## src/rtl/pong_pkg.sv

```systemverilog
// rtl/pong_pkg.sv - shared pong geometry, colours and seven-segment table
package pong_pkg;

  // Object geometry shared with the game-logic block
  localparam int PADDLE_H = 100;
  localparam int PADDLE_W = 12;
  localparam int BALL_S   = 10;
  localparam int P1_X     = 40;
  localparam int P2_X_OFF = 52;

  // Colours as {R,G,B}
  localparam logic [23:0] COL_BALL   = 24'hFFFF00;
  localparam logic [23:0] COL_PADDLE = 24'hFFFFFF;
  localparam logic [23:0] COL_DIGIT  = 24'h00FF00;
  localparam logic [23:0] COL_NET    = 24'h808080;
  localparam logic [23:0] COL_BG     = 24'h000000;

  // Segments per digit as {a,b,c,d,e,f,g}; entries 10..15 are blank
  localparam logic [15:0][6:0] SEG_LUT = {
    7'b0000000, 7'b0000000, 7'b0000000, 7'b0000000, 7'b0000000, 7'b0000000,
    7'b1111011,  // 9
    7'b1111111,  // 8
    7'b1110000,  // 7
    7'b1011111,  // 6
    7'b1011011,  // 5
    7'b0110011,  // 4
    7'b1111001,  // 3
    7'b1101101,  // 2
    7'b0110000,  // 1
    7'b1111110   // 0
  };

  // Game state captured once per frame
  typedef struct packed {
    logic [10:0] p1_y;
    logic [10:0] p2_y;
    logic [10:0] ball_x;
    logic [10:0] ball_y;
    logic [3:0]  score_l;
    logic [3:0]  score_r;
  } snap_t;

endpackage

```

## src/rtl/pong_digit_hit.sv

```systemverilog
// rtl/pong_digit_hit.sv - seven-segment score digit hit test for one pixel
module pong_digit_hit
  import pong_pkg::*;
#(
  parameter int DIGIT_W = 40,
  parameter int DIGIT_H = 70,
  parameter int SEG_T   = 8
) (
  input  logic [10:0] x,
  input  logic [10:0] y,
  input  logic [10:0] ox,
  input  logic [10:0] oy,
  input  logic [3:0]  digit,
  output logic        hit
);

  // Middle bar sits centred on the vertical midpoint of the box
  localparam int MID  = DIGIT_H / 2;
  localparam int G_LO = MID - SEG_T / 2;
  localparam int G_HI = MID + SEG_T / 2;

  logic [11:0] xe, ye, oxe, oye, u, v;
  logic        in_box;
  logic [6:0]  segs;
  logic        sa, sb, sc, sd, se, sf, sg;

  // Box test at 12 bits, then local-coordinate segment regions gated by the digit map
  always_comb begin
    xe     = {1'b0, x};
    ye     = {1'b0, y};
    oxe    = {1'b0, ox};
    oye    = {1'b0, oy};
    in_box = (xe >= oxe) && (xe < oxe + 12'(DIGIT_W)) &&
             (ye >= oye) && (ye < oye + 12'(DIGIT_H));
    u      = xe - oxe;
    v      = ye - oye;
    segs   = SEG_LUT[digit];
    sa     = v < 12'(SEG_T);
    sg     = (v >= 12'(G_LO)) && (v < 12'(G_HI));
    sd     = v >= 12'(DIGIT_H - SEG_T);
    sf     = (u < 12'(SEG_T)) && (v < 12'(MID));
    sb     = (u >= 12'(DIGIT_W - SEG_T)) && (v < 12'(MID));
    se     = (u < 12'(SEG_T)) && (v >= 12'(MID));
    sc     = (u >= 12'(DIGIT_W - SEG_T)) && (v >= 12'(MID));
    hit    = in_box && ((segs[6] && sa) || (segs[5] && sb) || (segs[4] && sc) ||
                        (segs[3] && sd) || (segs[2] && se) || (segs[1] && sf) ||
                        (segs[0] && sg));
  end

endmodule

```

## src/rtl/pong_render.sv

```systemverilog
// rtl/pong_render.sv - two-stage pong pixel renderer with per-frame state snapshot
module pong_render
  import pong_pkg::*;
#(
  parameter int H_ACTIVE = 1280,
  parameter int V_ACTIVE = 720,
  parameter int NET_W    = 4,
  parameter int DIGIT_W  = 40,
  parameter int DIGIT_H  = 70,
  parameter int SEG_T    = 8
) (
  input  logic        clk,
  input  logic        reset,
  input  logic        frame_start,
  input  logic        de_in,
  input  logic        hs_in,
  input  logic        vs_in,
  input  logic [10:0] x,
  input  logic [10:0] y,
  input  logic [10:0] p1_y,
  input  logic [10:0] p2_y,
  input  logic [10:0] ball_x,
  input  logic [10:0] ball_y,
  input  logic [3:0]  score_l,
  input  logic [3:0]  score_r,
  output logic        de_out,
  output logic        hs_out,
  output logic        vs_out,
  output logic [23:0] rgb
);

  localparam logic [10:0] DL_X  = 11'(H_ACTIVE / 2 - 80);
  localparam logic [10:0] DR_X  = 11'(H_ACTIVE / 2 + 40);
  localparam logic [10:0] DIG_Y = 11'd20;

  logic        fs_d1, fs_d2;
  snap_t       snap;
  logic        snap_valid;

  logic [11:0] xe, ye, bx, by, p1e, p2e;
  logic        in_screen;
  logic        c_ball, c_p1, c_p2, c_net;
  logic        dl_hit, dr_hit;

  logic        hit_ball, hit_p1, hit_p2, hit_digit_l, hit_digit_r, hit_net;
  logic        de1, hs1, vs1;
  logic [23:0] pix;
  logic [23:0] rgb_q;
  logic        de2, hs2, vs2;

  // Delay frame_start so the snapshot catches the game-logic update it triggered
  always_ff @(posedge clk) begin
    if (reset) begin
      fs_d1      <= 1'b0;
      fs_d2      <= 1'b0;
      snap       <= '0;
      snap_valid <= 1'b0;
    end else begin
      fs_d1 <= frame_start;
      fs_d2 <= fs_d1;
      if (fs_d2) begin
        snap.p1_y    <= p1_y;
        snap.p2_y    <= p2_y;
        snap.ball_x  <= ball_x;
        snap.ball_y  <= ball_y;
        snap.score_l <= score_l;
        snap.score_r <= score_r;
        snap_valid   <= 1'b1;
      end
    end
  end

  pong_digit_hit #(.DIGIT_W(DIGIT_W), .DIGIT_H(DIGIT_H), .SEG_T(SEG_T)) u_digit_l (
    .x(x), .y(y), .ox(DL_X), .oy(DIG_Y), .digit(snap.score_l), .hit(dl_hit)
  );

  pong_digit_hit #(.DIGIT_W(DIGIT_W), .DIGIT_H(DIGIT_H), .SEG_T(SEG_T)) u_digit_r (
    .x(x), .y(y), .ox(DR_X), .oy(DIG_Y), .digit(snap.score_r), .hit(dr_hit)
  );

  // Object region tests at 12 bits so right/bottom edges never wrap
  always_comb begin
    xe        = {1'b0, x};
    ye        = {1'b0, y};
    bx        = {1'b0, snap.ball_x};
    by        = {1'b0, snap.ball_y};
    p1e       = {1'b0, snap.p1_y};
    p2e       = {1'b0, snap.p2_y};
    in_screen = (xe < 12'(H_ACTIVE)) && (ye < 12'(V_ACTIVE));
    c_ball    = (xe >= bx) && (xe < bx + 12'(BALL_S)) &&
                (ye >= by) && (ye < by + 12'(BALL_S));
    c_p1      = (xe >= 12'(P1_X)) && (xe < 12'(P1_X + PADDLE_W)) &&
                (ye >= p1e) && (ye < p1e + 12'(PADDLE_H));
    c_p2      = (xe >= 12'(H_ACTIVE - P2_X_OFF)) &&
                (xe < 12'(H_ACTIVE - P2_X_OFF + PADDLE_W)) &&
                (ye >= p2e) && (ye < p2e + 12'(PADDLE_H));
    c_net     = (xe >= 12'(H_ACTIVE / 2 - NET_W / 2)) &&
                (xe < 12'(H_ACTIVE / 2 + NET_W / 2)) && !y[4];
  end

  // Stage 1: register hit flags (objects only once a snapshot exists) and syncs
  always_ff @(posedge clk) begin
    if (reset) begin
      hit_ball    <= 1'b0;
      hit_p1      <= 1'b0;
      hit_p2      <= 1'b0;
      hit_digit_l <= 1'b0;
      hit_digit_r <= 1'b0;
      hit_net     <= 1'b0;
      de1         <= 1'b0;
      hs1         <= 1'b0;
      vs1         <= 1'b0;
    end else begin
      hit_ball    <= in_screen && snap_valid && c_ball;
      hit_p1      <= in_screen && snap_valid && c_p1;
      hit_p2      <= in_screen && snap_valid && c_p2;
      hit_digit_l <= in_screen && snap_valid && dl_hit;
      hit_digit_r <= in_screen && snap_valid && dr_hit;
      hit_net     <= in_screen && c_net;
      de1         <= de_in;
      hs1         <= hs_in;
      vs1         <= vs_in;
    end
  end

  // Priority mux: ball over paddles over digits over net, black outside active video
  always_comb begin
    pix = COL_BG;
    if (!de1)                            pix = COL_BG;
    else if (hit_ball)                   pix = COL_BALL;
    else if (hit_p1 || hit_p2)           pix = COL_PADDLE;
    else if (hit_digit_l || hit_digit_r) pix = COL_DIGIT;
    else if (hit_net)                    pix = COL_NET;
  end

  // Stage 2: register colour and syncs for the encoder
  always_ff @(posedge clk) begin
    if (reset) begin
      rgb_q <= '0;
      de2   <= 1'b0;
      hs2   <= 1'b0;
      vs2   <= 1'b0;
    end else begin
      rgb_q <= pix;
      de2   <= de1;
      hs2   <= hs1;
      vs2   <= vs1;
    end
  end

  // Outputs are held low for as long as reset is asserted, not just after the next edge
  assign rgb    = reset ? 24'h0 : rgb_q;
  assign de_out = reset ? 1'b0 : de2;
  assign hs_out = reset ? 1'b0 : hs2;
  assign vs_out = reset ? 1'b0 : vs2;

endmodule

```

## config.mk

```make
export PLATFORM = sky130hd
export DESIGN_NAME = pong_render
export DESIGN_NICKNAME = d
export VERILOG_FILES = /design/src/rtl/pong_pkg.sv /design/src/rtl/pong_digit_hit.sv /design/src/rtl/pong_render.sv
export SDC_FILE = /design/constraint.sdc
export NUM_CORES = 1
export LEC_CHECK = 0
export ABC_CLOCK_PERIOD_IN_PS = 4380
export CAP_MARGIN = 10
export CORE_MARGIN = 2
export CORE_UTILIZATION = 31
export DETAILED_ROUTE_END_ITERATION = 12
export PLACE_DENSITY = 0.52
export SLEW_MARGIN = 25
export SYNTH_ARGS = -nofsm -noshare
export SYNTH_HDL_FRONTEND = slang
export SYNTH_SLANG_ARGS = --single-unit
```

## constraint.sdc

```tcl
create_clock -name clk -period 4.38 [get_ports clk]
set_input_delay 0.876 -clock clk [delete_from_list [all_inputs] [get_ports clk]]
set_output_delay 0.876 -clock clk [all_outputs]
set_load 0.03 [all_outputs]
```

* After elaboration in Yosys (flattened, before gate mapping)
Memory sizes are Yosys's and may differ from the RTL's. A register that Yosys moved wholly into a read port is not among the register bits.
Index checks and enable logic that the tools add are counted.
** Cells by class
- Multiplexer cells :: 14
- Magnitude comparators :: 34
- Bitwise logic cells :: 1
- Reduce and logical (&&, ||, !) cells :: 67
- Add/sub/neg operators :: 7
** Operator list (number)
- $mux W24 :: 5
- $logic_and A1 B1 Y1 :: 50
- $ge A12 B6 Y1 const B :: 4
- $lt A11 B12 Y1 :: 4
- $ge A11 B11 Y1 :: 4
- $lt A11 B10 Y1 const B :: 4
- $lt A12 B4 Y1 const B :: 3
- $ge A11 B10 Y1 const B :: 3
- $add A11 B4 Y12 const B :: 2
- $add A11 B7 Y12 const B :: 2
- $lt A12 B6 Y1 const B :: 2
- $sub A11 B10 Y12 const B :: 2
- $lt A11 B11 Y1 const B :: 2
- $mux W4 :: 4
- $logic_or A1 B1 Y1 :: 14
- $mux W7 :: 2
- $ge A12 B5 Y1 const B :: 1
- $sub A11 B5 Y12 const B :: 1
- $ge A11 B11 Y1 const B :: 1
- $ge A11 B5 Y1 const B :: 1
- $ge A11 B6 Y1 const B :: 1
- $lt A11 B6 Y1 const B :: 1
- $lt A11 B7 Y1 const B :: 1
- $lt A4 B5 Y1 const B :: 2
- 5 further kinds :: 7
** Storage, ports and cells
- Input port bits :: 80
- Memory bits (read-only) :: 224
- Output and inout bits :: 27
- Word-level logic and storage cells :: 148
- Memories :: 2
- Flip-flop bits (word level) :: 91
** Memory list
- (no name shown) :: words 16, width 7, read ports 1, clocked after memory_dff 1, wr ports 0, RTL line pong_digit_hit.sv:37 : segs = SEG_LUT[digit];
- (no name shown) :: words 16, width 7, read ports 1, clocked after memory_dff 1, wr ports 0, RTL line pong_digit_hit.sv:37

* Longest topological paths before layout
Gate-level depths: netlist of run 1.
- Depth after elaboration :: 12
- Gate-level depth with buffers :: 11
- Mapped depth without buffers :: 11

* Hierarchy
A second synthesis of run 1 with hierarchy kept.
** Unflattened totals
- Cell total of the unflattened synthesis :: 1165
- Area total of the unflattened synthesis :: 9442.8 um^2
** Modules (own cells, without submodules)
- pong_render :: seq. area each 1461.4 um^2, area each 5144.9 um^2, instances 1, cells each 583
- pong_digit_hit (u_digit_l) :: seq. area each 0.0 um^2, area each 2195.9 um^2, instances 1, cells each 285
- pong_digit_hit (u_digit_r) :: seq. area each 0.0 um^2, area each 2102.0 um^2, instances 1, cells each 297

* Worst setup path after synthesis of run 1
OpenSTA, ideal clock, no wires.
- Path type :: input -> output
- From :: input port reset
- To :: output port rgb[17]
- Path buffers :: 3
- Data arrival time :: 2201 ps
- Data required time :: 3504 ps
- Setup slack :: 1303 ps
- Cell stages on the path :: 4
- Path through :: clkbuf_1 -> clkbuf_1 -> nor2b_1 -> buf_4
** On the way
- Cells in the longest elaborated chain, start to end :: 1
** Ends and longest elaborated chain
- start, declared :: RTL line pong_render.sv:13 : input logic reset,
- $mux W24 :: RTL line pong_render.sv:152 : assign rgb = reset ? 24'h0 : rgb_q;
- end, declared :: RTL line pong_render.sv:29 : output logic [23:0] rgb
Every way passes these cells.

* Worst setup path in the final report of run 1
- From :: input port y[2]
- To :: register hit_digit_r
** On the way
- Cells in the longest elaborated chain, start to end :: 12
- Elaborated cells between the ends (all ways) :: 34
- Classes of those cells :: 1 x add/sub; 9 x order compare; 24 x reduce/logical
** Ends and longest elaborated chain
- start, declared :: RTL line pong_render.sv:19 : input logic [10:0] y,
- $sub A11 B5 Y12 :: RTL line pong_digit_hit.sv:36 : v = ye - oye;
- $lt A12 B6 Y1 :: RTL line pong_digit_hit.sv:41, pong_digit_hit.sv:42
- $logic_and A1 B1 Y1 :: RTL line pong_digit_hit.sv:42 : sb = (u >= 12'(DIGIT_W - SEG_T)) && (v < 12'(MID));
- $logic_and A1 B1 Y1 :: RTL line pong_digit_hit.sv:45 : hit = in_box && ((segs[6] && sa) || (segs[5] && sb) || (segs[4] && sc) ||
- $logic_or A1 B1 Y1 (3 in series) :: RTL line pong_digit_hit.sv:45
- $logic_or A1 B1 Y1 (3 in series) :: RTL line pong_digit_hit.sv:46 : (segs[3] && sd) || (segs[2] && se) || (segs[1] && sf) ||
- $logic_and A1 B1 Y1 :: RTL line pong_digit_hit.sv:45
- $logic_and A1 B1 Y1 (*) :: RTL line pong_render.sv:118 : hit_digit_r <= in_screen && snap_valid && dr_hit;
- end signal, assigned :: RTL line pong_render.sv:118
- end, declared :: RTL line pong_render.sv:45 : logic hit_ball, hit_p1, hit_p2, hit_digit_l, hit_digit_r, hit_net;
Mark *: on every way between the ends. The rest lies on a longest branch, timed or not.
A chain may end at the register's enable or synchronous reset.

==> results of run 1 <==
-- stage by stage --
stage	worst slack, ns	power [mW]	instances	utilization [%]	hold slack, ns
2_1_floorplan	1.30	1.11	792	-	0.414
4_1_cts	0.947	2.14	1157	39.0	0.442
3_3_place_gp	0.651	1.28	1141	37.5	0.416
5_1_grt	0.775	2.23	1157	39.0	0.455
6_report	0.937	2.10	1157	39.0	0.439
3_5_place_dp	0.581	1.28	1141	37.5	0.426
-- power breakdown --
group          switching (mW)  total [mW]  leakage [nW]  internal, mW
combinational           0.214       0.416          2.36         0.202
clock                   0.353       0.839         0.162         0.486
sequential             0.0210       0.842         0.710         0.821
-- metal layers --
layer / up-vias / track usage (%) / wire [um]
met5: - / 0 / 0
met4: 0 / 3.66 / 170
met3: 12 / 2.66 / 630
met2: 70 / 24.6 / 7530
met1: 2527 / 20.9 / 8390
li1: 2950 / - / -
-- cell families after synthesis --
kind of cell / Yosys count / share of synthesized area [%]
adder cells (fa/ha/maj): 111 / 20.6
buffers and inverters: 104 / 7.58
flip-flops: 87 / 25.8
AO/OA/AOI/OAI: 156 / 15.1
AND/OR/NAND/NOR: 246 / 18.5
multiplexers: 55 / 8.17
XOR/XNOR: 33 / 4.28
-- cell usage after synthesis, types with 12 or more instances --
| master | count |
|---|---|
| mux2i_1 | 54 |
| xnor2_1 | 30 |
| nand3_1 | 14 |
| nand2_1 | 42 |
| inv_1 | 58 |
| o21ai_0 | 31 |
| nor2_1 | 95 |
| a21o_1 | 15 |
| a21oi_1 | 38 |
| ha_1 | 111 |
| buf_4 | 19 |
| nand4_1 | 12 |
| nor2b_1 | 22 |
| nor3_1 | 17 |
| dfxtp_1 | 87 |
-- cell type report --
cell class | count | share of cell area [%]
sequential | 87 | 21.1
tap | 275 | 4.16
multi-input combinational | 601 | 54.3
clock inverter | 6 | 0.907
timing repair buffer | 116 | 13.7
inverter | 62 | 2.81
clock buffer | 10 | 3.02
-- worst max path at each step --
stage | cells past startpoint | slack [ns] | endpoint
global route | 10 | 0.78 | hit_digit_r
finish | 10 | 0.94 | hit_digit_r
CTS | 10 | 0.95 | hit_digit_r
detailed placement | 10 | 0.58 | hit_digit_r
floorplan | 4 | 1.30 | rgb[17]
global placement | 10 | 0.65 | hit_digit_r
-- registers in the layout (all words and copies together), names as in the netlist --
name	flops
bx	11
by	11
de1	1
de2	1
fs_d1	1
fs_d2	1
hit_ball	1
hit_digit_l	1
hit_digit_r	1
hit_net	1
hit_p1	1
hit_p2	1
hs1	1
hs2	1
p1e	11
p2e	11
rgb_q	6
snap	8
snap_valid	1
u_digit_l.segs	7
u_digit_r.segs	7
vs1	1
vs2	1
-- placed cells by master (no fill, tap or decap), types with 14 or more instances in the layout --
cell type / count
a21o_1: 15
nor3_1: 17
nand2_1: 42
mux2i_1: 54
o21ai_0: 31
nor2b_1: 22
ha_1: 111
dfxtp_1: 86
inv_1: 58
nor2_1: 95
nand3_1: 14
clkdlybuf4s50_1: 105
xnor2_1: 30
a21oi_1: 38
==> results by group, run 1 <==
Run status
  • Status: finished clean

Synthesis
  • Share of flip-flops with an asynchronous set or reset: 0%
  • Net count after synthesis: 983
  • Post-Synthesis Cell Area: 6750 sq um
  • Synthesized instance count: approximately 790
  • Cell variety after synth: 66
  • Cell types occupying the most area after synthesis: dfxtp_1, ha_1, mux2i_1, nor2_1, xnor2_1
  • Count of flip-flops with a built-in enable after synthesis: 0
  • Average cell area after synthesis: 8.52 sq um
  • Warnings, synthesis: 0
  • Prevailing post-synth register cell: dfxtp_1
  • Top cell type's share of synthesized area: 25.8%
  • Fraction of the yosys area taken by sequential cells: between 20% and 30%
  • Library cell with the largest summed area after synthesis: dfxtp_1
  • FF+latch count, synth: between 80 and 90

Worst hold path
  • Min-Delay Startpoint: fs_d1
  • Hold Path End: fs_d2
  • Worst hold path type: flop to flop
  • Worst hold stages: 1

Placed design
  • Routability-driven placement congestion ratio: between 0.8 and 0.9
  • Post-DP HPWL: 12700 um
  • Post-placement cell area: roughly 8000 sq um
  • Quantity of I/O buffers inserted on ports: roughly 110

Global routing
  • Initial antenna violation count: 0
  • First-pass GRT wire length: between 20000 and 30000 um
  • Vias in the first global route: about 5400
  • Maximum number of pins on one net before global-route repair: between 40 and 50
  • Aggregate global routing overflow: 0
  • Overall track demand over capacity in global routing: between 10% and 20%

STA
  • Worst-Margin Slew: around 0.83 ns
  • # setup viols final: 0
  • Min Clock Period, post-route: about 3.4 ns
  • Worst rel slew slack: 44.3%
  • Post-Route Setup TNS: 0 ns
  • Slew Limit Fails: 0
  • Worst setup skew after layout: 0.00709 ns
  • Setup repair after global routing missed its margin: false
  • Peak Freq: 290 MHz
  • Number of hold-slack violations in the final timing report: 0
  • Period utilization: 78.6%

Detailed routing
  • DRC violations left: 0
  • Avg Vias per Cell: 4.80
  • DR vias: 5559
  • Initial drt markers: 170
  • First-pass iteration count of the detailed router: 4
  • Total wire length after detailed routing: 16700 um
  • Average routed wire per standard cell: around 14 um
  • Number of routed nets with antenna violations: 0

Clocking
  • Total number of H-tree levels: 3
  • Number of buffers added for setup after CTS: 0
  • CTS Hold Buffers Added: 0
  • Cts repair resizes: 0
  • Buffers from clock root to sink, at most: 2
  • TritonCTS sink count: 87
  • Num CTS Buffers: 9
  • Clock insertion delay at the later pin of the skew report: ~0.35 ns
  • Clock root buffer: clkbuf_16
  • TritonCTS clock tree: done
  • Clk pin slew, worst setup/hold paths: 0.07 ns

Cells and area
  • Cell area after layout: between 8000 and 9000 sq um
  • # fillers: ~2200
  • Number of inserted diodes: 0
  • Layout overhead on the synthesized area: 22.6%
  • Multi-input gate area: 4500 sq um
  • Sequential cell area: roughly 1700 sq um
  • Share of cells above drive strength 1: under 10%
  • Total Nets Final: roughly 1100

Die
  • Starting Density: between 30% and 40%
  • Boundary Pins: ~110
  • Number of placement rows: 53
  • Die outline width: about 150 um
  • Floorplan core area: roughly 21000 sq um
  • Die height: 152 um
  • Die Outline Area: about 23000 sq um

Power
  • Power per cell area: 253 nW/um^2
  • Leakage power summed over all cells: about 3.2 nW
  • Maximum VDD drop: approximately 170 uV

Worst setup path
  • Cells along the critical path: clkdlybuf4s50_1 -> inv_1 -> ha_1 -> or4b_4 -> o22ai_1 -> a32oi_1 -> nor3_4 -> nor3b_4 -> mux2_1 -> a31oi_1
  • Flop2flop setup slack: roughly 1.7 ns
  • Arrival time reported for the critical path endpoint: between 3 and 4 ns
  • Top delay family on crit path: simple AND/OR/NAND/NOR gates
  • Critical path origin: y[2]
  • Critical path fanouts, max: 9
  • Slowest stage cell, crit path: or4b_4
  • Worst Path Buf+Inv: 2
  • Startpoint class of the critical path: input pin
  • Required time worst endpoint: approximately 4.7 ns
  • Worst stage delay on the critical path: about 0.54 ns
  • Worst r2r path cells: 10
  • Startpoint of the most critical register-to-register path: bx[1]
  • Type of destination of the critical path: flop
  • Reg-to-reg endpoint: hit_ball
  • Type of the setup path with the least slack: input pin to flop

Flow run
  • MaxCap Viol Count: 0
Power figures use the tool's default switching activity.
==> run 2: changes to the inputs <==
--- a/config.mk
+++ b/config.mk
@@ -5,7 +5,7 @@
 export SDC_FILE = /design/constraint.sdc
 export NUM_CORES = 1
 export LEC_CHECK = 0
-export ABC_CLOCK_PERIOD_IN_PS = 4380
+export ABC_CLOCK_PERIOD_IN_PS = 3300
 export CAP_MARGIN = 10
 export CORE_MARGIN = 2
 export CORE_UTILIZATION = 31
==> constraint.sdc (replaced) <==
create_clock -name clk -period 3.3 [get_ports clk]
set_input_delay 0.66 -clock clk [delete_from_list [all_inputs] [get_ports clk]]
set_output_delay 0.66 -clock clk [all_outputs]
set_load 0.03 [all_outputs]
==> run 2 against run 1 <==
  * Utilization rose by 0.70 points
  * Largest cell class unchanged
  * Total power rose by 27%
  * Sequential power rose by 33%
  * Global-route usage rose by 0.26 points
  * Combinational power rose by 38%
  * Highest routed layer is now met5
  * Final area rose by 1.8%
  * Flip-flop and latch count did not move
  * Largest power group unchanged
  * Via count rose by 2.5%
  * Register-to-register slack got worse by 1.2 ns
  * Clock power rose by 15%
==> results by group, run 2 (same netlist as run 1, synthesis figures left out) <==
STA
  • Slew Limit Fails: 0
  • Period utilization: between 90% and 100%
  • Worst rel slew slack: 61.6%
  • Min Clock Period, post-route: roughly 3.0 ns
  • Hold_ws: between 0.4 and 0.5 ns
  • Number of hold-slack violations in the final timing report: 0
  • Peak Freq: 336 MHz
  • Worst-Margin Slew: 0.562 ns
  • Setup repair after global routing missed its margin: false
  • # setup viols final: 0
  • Worst setup skew after layout: 0.00992 ns

Power
  • Proportion of power drawn by flip-flops and latches: 42.1%
  • Leakage power summed over all cells: around 3.3 nW
  • Relative contribution of combinational cells to total power: a little over a fifth
  • Power per cell area: between 300 and 400 nW/um^2
  • Net Switching: 0.772 mW
  • Fraction of power spent switching nets: between 20 and 30%
  • Internal power consumption: ~1.9 mW
  • Clock power share: 36.4%
  • Maximum VDD drop: approximately 190 uV
  • Tot Pwr: between 2 and 3 mW

Clocking
  • Cts repair resizes: 0
  • Clock insertion delay at the later pin of the skew report: about 0.35 ns
  • Total number of H-tree levels: 3
  • TritonCTS clock tree: done
  • Clk pin slew, worst setup/hold paths: roughly 0.07 ns
  • CTS Hold Buffers Added: 0
  • TritonCTS sink count: between 80 and 90
  • Num CTS Buffers: 9
  • Clock root buffer: clkbuf_16
  • Number of buffers added for setup after CTS: 0
  • Buffers from clock root to sink, at most: 2

Die
  • Boundary Pins: ~110
  • Floorplan core area: about 21000 sq um
  • Die Outline Area: ~23000 sq um
  • Die height: roughly 150 um
  • Die outline width: roughly 150 um
  • Starting Density: 31.8%
  • Number of placement rows: between 50 and 60

Cells and area
  • Number of inserted diodes: 0
  • Multi-input gate area: roughly 4500 sq um
  • Final core utilization: just under 40%
  • Total Nets Final: 1093
  • Share of cells above drive strength 1: under 10%
  • Non-filler cells in the finished layout: 1182
  • Commonest non-fill, non-tap cell in the layout: ha_1
  • Sequential cell area: 1750 sq um
  • # fillers: 2217
  • Layout overhead on the synthesized area: 24.8%
  • Highest-count cells in the layout ignoring fill and taps: ha_1, clkdlybuf4s50_1, nor2_1
  • Cell area after layout: between 8000 and 9000 sq um

Detailed routing
  • Initial drt markers: approximately 170
  • First-pass iteration count of the detailed router: 4
  • Avg Vias per Cell: between 4 and 5
  • Total wire length after detailed routing: ~17000 um
  • Average routed wire per standard cell: ~15 um
  • DRC violations left: 0
  • Number of routed nets with antenna violations: 0
  • DR vias: 5699

Worst setup path
  • Critical path fanouts, max: 5
  • Cells along the critical path: clkdlybuf4s50_1 -> inv_1 -> ha_1 -> or4b_4 -> o22ai_1 -> a32oi_1 -> nor3_4 -> nor3b_4 -> mux2_1 -> a31oi_1
  • Slowest stage cell, crit path: or4b_4
  • Arrival time reported for the critical path endpoint: around 3.3 ns
  • Worst Path Buf+Inv: 2
  • Startpoint class of the critical path: input pin
  • Top delay family on crit path: simple AND/OR/NAND/NOR gates
  • Type of destination of the critical path: flop
  • Worst stage delay on the critical path: between 0.5 and 0.6 ns
  • Required time worst endpoint: roughly 3.6 ns
  • Type of the setup path with the least slack: input pin to flop

Placed design
  • Routability-driven placement congestion ratio: 0.828
  • Post-DP HPWL: about 13000 um
  • DP Cell Count: about 1200
  • Post-placement cell area: roughly 8000 sq um
  • Quantity of I/O buffers inserted on ports: approximately 110

Global routing
  • Vias in the first global route: between 5000 and 6000
  • Overall track demand over capacity in global routing: 15.4%
  • Aggregate global routing overflow: 0
  • First-pass GRT wire length: roughly 28000 um
  • Maximum number of pins on one net before global-route repair: 35
  • Initial antenna violation count: 1

Worst hold path
  • Worst hold path type: flop to flop

Flow run
  • MaxCap Viol Count: 0

Run status
  • Status: finished clean
## run 2: layer usage
metal  global-route usage (%)  part of all wire [%]  vias to the layer above  wire length [um]
li1                         -                     -                     2998                 -
met2                     24.6                    45                       84              7760
met4                     4.17                   1.4                        2               250
met1                     21.0                    49                     2596              8470
met5                        0                 0.075                        -                13
met3                     3.44                   4.7                       19               815
## run 2: path summary, 6_finish.rpt
check	from	endpoint	slack, ns	cells after the start
min	hs1	hs2	0.44	1
min reg2reg	hs1	hs2	0.44	1
max	y[2]	hit_digit_r	0.33	10
max reg2reg	bx[1]	hit_ball	0.52	10
## run 2: cell type report
class                           count  area share, %
Sequential cell                    87           20.7
Multi-Input combinational cell    601           53.4
Timing Repair Buffer              141           15.8
Clock buffer                       10           2.72
Inverter                           62           2.76
Clock inverter                      6          0.520
Tap cell                          275           4.08
## run 2: metrics by stage
step / TNS [ns] / setup slack (ns)
floorplan: 0 / 0.465
global placement: 0 / 0.0128
detailed placement: -0.0708 / -0.0450
finish: 0 / 0.326
global route: 0 / 0.117
CTS: 0 / 0.329
## run 2: power by group through the flow
stage | registers (mW) | logic, mW | clock network [mW]
final | 1.12 | 0.573 | 0.969
after global routing | 1.13 | 0.651 | 1.05
after CTS | 1.12 | 0.580 | 1.01
after detailed placement | 1.15 | 0.575 | 0
after global placement | 1.15 | 0.573 | 0
after floorplan | 1.13 | 0.342 | 0
==> run 3: changes to the inputs <==
--- a/config.mk
+++ b/config.mk
@@ -9,6 +9,7 @@
 export CAP_MARGIN = 10
 export CORE_MARGIN = 2
 export CORE_UTILIZATION = 31
+export CTS_CLUSTER_DIAMETER = 60
 export DETAILED_ROUTE_END_ITERATION = 12
 export PLACE_DENSITY = 0.52
 export SLEW_MARGIN = 25
==> results of run 3 <==
No change in the layout: final DEF, timing and power equal those of run 2.
